File: src/rtl/wdt_pkg.sv
// Shared definitions for the watchdog timer slice.
//   wdt_state_e  : watchdog FSM state encoding
//   WDT_CNT_W    : default counter / limit width
//   WDT_MIN_HOLD : default minimum high/low width of the timeout level
package wdt_pkg;

    localparam int unsigned WDT_CNT_W    = 32;
    localparam int unsigned WDT_MIN_HOLD = 4;

    typedef enum logic [1:0] {
        IDLE     = 2'd0,
        ARMED    = 2'd1,
        FIRED    = 2'd2,
        COOLDOWN = 2'd3
    } wdt_state_e;

endpackage

File: src/rtl/wdt_timer_if.sv
// Software-facing signal bundle of the watchdog timer.
//   wdt_en   : level, enables the watchdog
//   wdt_kick : single-cycle pulse, restarts the count
//   cnt_load : single-cycle pulse, captures load_val as the new limit
//   load_val : new limit value
//   wto      : registered timeout level
//   cnt_val  : current counter value
// master = software/control side, slave = watchdog side.
interface wdt_timer_if
    import wdt_pkg::*;
#(
    parameter int unsigned CNT_W = WDT_CNT_W
) ();

    logic             wdt_en;
    logic             wdt_kick;
    logic             cnt_load;
    logic [CNT_W-1:0] load_val;
    logic             wto;
    logic [CNT_W-1:0] cnt_val;

    modport master (
        output wdt_en, wdt_kick, cnt_load, load_val,
        input  wto, cnt_val
    );

    modport slave (
        input  wdt_en, wdt_kick, cnt_load, load_val,
        output wto, cnt_val
    );

endinterface

File: src/rtl/wdt_prescaler.sv
// Tick generator for the watchdog counter: one tick every PRESCALE clk cycles.
//   clk   : clock
//   rst_n : asynchronous active-low reset
//   clr   : restarts the prescale period (next tick after PRESCALE cycles)
//   tick  : high on the last cycle of each prescale period
// With PRESCALE=1 the register is always zero and tick folds to constant 1.
module wdt_prescaler #(
    parameter int unsigned PRESCALE = 1
) (
    input  logic clk,
    input  logic rst_n,
    input  logic clr,
    output logic tick
);

    localparam int unsigned   PW   = (PRESCALE > 1) ? $clog2(PRESCALE) : 1;
    localparam logic [PW-1:0] LAST = PW'(PRESCALE - 1);

    logic [PW-1:0] pre;

    assign tick = (pre == LAST);

    always_ff @(posedge clk or negedge rst_n) begin
        if (!rst_n) begin
            pre <= '0;
        end else if (clr || tick) begin
            pre <= '0;
        end else begin
            pre <= pre + PW'(1);
        end
    end

endmodule

File: src/rtl/wdt_timer.sv
// Watchdog timer producing a glitch-free registered timeout level (wto)
// with guaranteed minimum high and low widths, so each timeout crosses a
// downstream synchronizer as exactly one pulse.
//   clk   : clock, all logic on rising edge
//   rst_n : asynchronous active-low reset
//   bus   : software bundle (enable, kick, load, load_val, wto, cnt_val)
// The counter advances on prescaler ticks in ARMED; reaching the limit
// fires. FIRED holds wto for at least MIN_HOLD cycles and until a clear,
// then COOLDOWN holds wto low for exactly MIN_HOLD cycles.
module wdt_timer
    import wdt_pkg::*;
#(
    parameter int unsigned CNT_W    = WDT_CNT_W,
    parameter int unsigned PRESCALE = 1,
    parameter int unsigned MIN_HOLD = WDT_MIN_HOLD
) (
    input  logic        clk,
    input  logic        rst_n,
    wdt_timer_if.slave  bus
);

    localparam int unsigned   HW        = $clog2(MIN_HOLD + 1);
    localparam logic [HW-1:0] HOLD_LAST = HW'(MIN_HOLD - 1);

    wdt_state_e       state;
    logic [CNT_W-1:0] cnt;
    logic [CNT_W-1:0] limit;
    logic [CNT_W-1:0] cnt_inc;
    logic [HW-1:0]    hold_cnt;
    logic             clr_pend;
    logic             wto_q;
    logic             tick;
    logic             pre_clr;
    logic             hold_done;
    logic             clr_req;

    // Prescaler only runs undisturbed while ARMED with no restart pending;
    // every other case restarts the period so ARMED entry begins at phase 0.
    assign pre_clr   = (state != ARMED) || bus.cnt_load || bus.wdt_kick || !bus.wdt_en;
    assign cnt_inc   = cnt + CNT_W'(1);
    assign hold_done = (hold_cnt == HOLD_LAST);
    assign clr_req   = bus.wdt_kick || !bus.wdt_en;

    wdt_prescaler #(
        .PRESCALE (PRESCALE)
    ) u_prescaler (
        .clk   (clk),
        .rst_n (rst_n),
        .clr   (pre_clr),
        .tick  (tick)
    );

    always_ff @(posedge clk or negedge rst_n) begin
        if (!rst_n) begin
            state    <= IDLE;
            wto_q    <= 1'b0;
            cnt      <= '0;
            limit    <= '1;
            hold_cnt <= '0;
            clr_pend <= 1'b0;
        end else begin
            if (bus.cnt_load) begin
                limit <= bus.load_val;
            end

            case (state)
                IDLE: begin
                    cnt <= '0;
                    if (bus.wdt_en) begin
                        state <= ARMED;
                    end
                end

                // Priority: disable, then restart (load/kick), then tick.
                // This makes a kick or disable on the terminal tick win.
                ARMED: begin
                    if (!bus.wdt_en) begin
                        state <= IDLE;
                        cnt   <= '0;
                    end else if (bus.cnt_load || bus.wdt_kick) begin
                        cnt <= '0;
                    end else if (tick && (limit != '0)) begin
                        cnt <= cnt_inc;
                        if (cnt_inc == limit) begin
                            state    <= FIRED;
                            wto_q    <= 1'b1;
                            hold_cnt <= '0;
                            clr_pend <= 1'b0;
                        end
                    end
                end

                // A clear arriving on the edge the hold expires is honoured
                // directly, so no extra cycle is spent latching it.
                FIRED: begin
                    if (bus.cnt_load) begin
                        cnt <= '0;
                    end
                    if (hold_done && (clr_pend || clr_req)) begin
                        state    <= COOLDOWN;
                        wto_q    <= 1'b0;
                        cnt      <= '0;
                        hold_cnt <= '0;
                        clr_pend <= 1'b0;
                    end else begin
                        if (!hold_done) begin
                            hold_cnt <= hold_cnt + HW'(1);
                        end
                        if (clr_req) begin
                            clr_pend <= 1'b1;
                        end
                    end
                end

                COOLDOWN: begin
                    cnt <= '0;
                    if (hold_done) begin
                        hold_cnt <= '0;
                        state    <= bus.wdt_en ? ARMED : IDLE;
                    end else begin
                        hold_cnt <= hold_cnt + HW'(1);
                    end
                end

                default: begin
                    state <= IDLE;
                    wto_q <= 1'b0;
                    cnt   <= '0;
                end
            endcase
        end
    end

    assign bus.wto     = wto_q;
    assign bus.cnt_val = cnt;

endmodule

File: src/flat_wrapper.sv
// flat-port wrapper written by rule: the top's interface ports become plain ports
module wdt_timer_flat import wdt_pkg::*;
#(
    parameter int unsigned CNT_W    = WDT_CNT_W,
    parameter int unsigned PRESCALE = 1,
    parameter int unsigned MIN_HOLD = WDT_MIN_HOLD
)
  (clk, rst_n, bus_wdt_en, bus_wdt_kick, bus_cnt_load, bus_load_val, bus_wto, bus_cnt_val);
  wdt_timer_if #(.CNT_W(CNT_W)) bus_i ();
  input  logic clk;
  input  logic rst_n;
  input wire logic [$bits(bus_i.wdt_en)-1:0] bus_wdt_en;
  input wire logic [$bits(bus_i.wdt_kick)-1:0] bus_wdt_kick;
  input wire logic [$bits(bus_i.cnt_load)-1:0] bus_cnt_load;
  input wire logic [$bits(bus_i.load_val)-1:0] bus_load_val;
  output wire logic [$bits(bus_i.wto)-1:0] bus_wto;
  output wire logic [$bits(bus_i.cnt_val)-1:0] bus_cnt_val;
  assign bus_i.wdt_en = bus_wdt_en;
  assign bus_i.wdt_kick = bus_wdt_kick;
  assign bus_i.cnt_load = bus_cnt_load;
  assign bus_i.load_val = bus_load_val;
  assign bus_wto = bus_i.wto;
  assign bus_cnt_val = bus_i.cnt_val;
  wdt_timer #(.CNT_W(CNT_W), .PRESCALE(PRESCALE), .MIN_HOLD(MIN_HOLD)) u_core (.clk(clk), .rst_n(rst_n), .bus(bus_i));
endmodule
File: config.mk
export PLATFORM = sky130hd
export DESIGN_NAME = wdt_timer_flat
export DESIGN_NICKNAME = d
export VERILOG_FILES = /design/src/rtl/wdt_pkg.sv /design/src/rtl/wdt_timer_if.sv /design/src/rtl/wdt_prescaler.sv /design/src/rtl/wdt_timer.sv /design/src/flat_wrapper.sv
export SDC_FILE = /design/constraint.sdc
export NUM_CORES = 1
export LEC_CHECK = 0
export BUFFER_PORTS_ARGS = -buffer_cell sky130_fd_sc_hd__buf_4
export CAP_MARGIN = 10
export CORE_ASPECT_RATIO = 1.2
export CORE_MARGIN = 4
export CORE_UTILIZATION = 45
export DETAILED_ROUTE_END_ITERATION = 10
export GPL_TIMING_DRIVEN = 0
export PLACE_DENSITY = 0.63
export SLEW_MARGIN = 20
export SYNTH_ARGS = -nofsm -noshare
export SYNTH_HDL_FRONTEND = slang
export SYNTH_HIERARCHICAL = 1
export SYNTH_SLANG_ARGS = --single-unit
File: constraint.sdc
create_clock -name clk -period 3.7 [get_ports clk]
set_input_delay 0.555 -clock clk [delete_from_list [all_inputs] [get_ports clk]]
set_output_delay 0.555 -clock clk [all_outputs]
set_load 0.1 [all_outputs]
==> results.cfg <==
[status]
status = finished clean

[clocking]
clock_latency_ns = 0.34
cts_inserted_buffers = 9
cts.path.max_buffers = 2
clkTransAtPathRegs_ns = 0.06
postCtsHoldBufs = 0
tritoncts = built
clock_sinks = 72
cts_htree_levels = 3
postCtsSetupRepairBufs = 0
clockRootBuffer = sky130_fd_sc_hd__clkbuf_16

[die]
die-height_um = 118
die_area_um2 = 11700
row_count = 39
core_region_area_um2 = 9660
top_level_ports = 70
floorplan.die.width_um = 99.5
initial_standard_cell_utilization_of_the_core_pct = 46.8

[timing]
fmax_mhz = 285
holdWs_ns = 0.338
finish_stage_setup_viols = 0
tightestPinTransition_ns = 0.908
post_layout_minimum_cycle_time_ns = 3.51
report.final.hold_viol_count = 0
totalNegativeSetupSlack_ns = 0
min_period_over_period_pct = 94.9
finClkSkew_ns = 0.00409
rsz0062_at_grt = no
max_slew_margin_pct = 39.5
setup_ws_ns = 0.187
final_max_slew_viol_count = 0

[placed_design]
portBuffers = 68
pre_cts_ws_ns = 0.0529
hpwlAfterDp_um = 10300
place_congestion = 0.953

[hold_path]
min_path_type = input port to async pin

[setup_path]
r2r_cells = 9
cp-start-kind = register
rrSetupSlack_ns = 0.19
reg2reg_from = u_core/bus.cnt_val[14]
endpoint_of_the_worst_register_to_register_path = u_core/clr_pend
worst-path-max-fanout = 8
arrival_ns = 3.71
timing.critical_path.to_type = register
setup.worst_path.start = u_core/bus.cnt_val[14]
cp.required_ns = 3.90
path_class = register to register

[final_layout]
antennaDiodeCount = 0
flow.area_growth_from_synthesis_pct = 21.9
multi_input_area_um2 = 2550
post_route_cells_drive_above_1_share_pct = 30.2
fillers = 919
seqCellArea_um2 = 1840
finalCoreUtilization_pct = 57.1
most_common_cell_after_layout_fill_and_taps_aside = sky130_fd_sc_hd__buf_4
layout.nets = 606
most-common-layout-cells = sky130_fd_sc_hd__buf_4, sky130_fd_sc_hd__o21ai_0, sky130_fd_sc_hd__dfrtp_1

[logic_synthesis]
synthesis.instances = 486
netlist_area_before_placement_um2 = 4520
synth_area_per_cell_um2 = 9.31
synth-warning-count = 6
syn_nets = 527

[global_routing]
number_of_global_route_vias_before_repair = 4059
number_of_antenna_violations_at_the_first_check_in_global_routing = 0
grt_overflow_total = 0
global_route_wire_length_before_repair_um = 21500
track_usage_pct = 23.6
maximum_number_of_pins_on_one_net_before_global_route_repair = 73

[pwr]
p_leak_uw = 0.00224
powerDensity_nw_per_um2 = 354
max-vdd-ir-drop_mv = 0.250
power_uw = 1950

[drt]
routedWlPerCell_um = 19.8
post-route-drc-count = 0
drt_first_pass_iters = 5
vias = 4126
initialDrtViolationCount = 192
totalWireLength_um = 13700
post_drt_via_cell_ratio = 5.95
post_drt_antenna_nets = 0

[run]
cap_viol_max_count = 0
-- repair_timing --
action	CTS	global route
endpoints found under the hold margin	0	0
gates resized for setup	0	5
setup endpoints to repair	0	16
-- sequential cells by signal, summed over array words and instances, names as in the netlist, named ones only --
register and cells:
u_core/state 1, u_core/bus.wto 1, u_core/hold_cnt 3, u_core/limit 32
u_core/clr_pend 1, u_core/u_prescaler/pre 1, u_core/bus.cnt_val 32
-- area by class of cell --
class	count	share of cell area [%]
Buffer	30	2.22
Clock buffer	12	4.86
Clock inverter	4	0.454
Inverter	10	0.681
Multi-Input combinational cell	374	46.3
Sequential cell	72	33.5
Tap cell	123	2.79
Timing Repair Buffer	68	9.26
-- worst max path at each step --
stage and endpoint:
2_1_floorplan u_core/hold_cnt[1], 3_3_place_gp u_core/bus.cnt_val[16], 3_5_place_dp u_core/bus.cnt_val[16], 4_1_cts u_core/bus.cnt_val[16], 5_1_grt u_core/hold_cnt[0], 6_report u_core/clr_pend
-- critical path, cell delays in order (launching register included) --
cell,delay [ns]
sky130_fd_sc_hd__dfrtp_1,0.35
sky130_fd_sc_hd__clkbuf_1,0.35
sky130_fd_sc_hd__nand3_1,0.24
sky130_fd_sc_hd__nor4_2,0.62
sky130_fd_sc_hd__and3_1,0.33
sky130_fd_sc_hd__nand3b_1,0.11
sky130_fd_sc_hd__a2111oi_2,0.65
sky130_fd_sc_hd__nand2_1,0.17
sky130_fd_sc_hd__nor3_1,0.40
sky130_fd_sc_hd__a221oi_1,0.14
-- per-stage QoR --
stage | area, um2 | std cells
finish | 5510 | 693
floorplan | 4530 | 486
global placement | 5190 | 677
global route | 5510 | 693
detailed placement | 5190 | 677
CTS | 5490 | 693
-- routing by layer --
layer	wire length (um)	share of wire [%]	vias to the layer above	global-route usage, %
met5	0	0	-	0
met4	467	3.4	0	10.2
met3	838	6.1	31	4.68
met2	6870	50	146	39.4
met1	5570	41	2004	29.3
li1	-	-	1945	-
-- power by group --
group          internal [uW]  switching [uW]
Combinational            105            96.7
Sequential               853            47.3
Clock                    512             336
(Power assumes the default switching activity.)
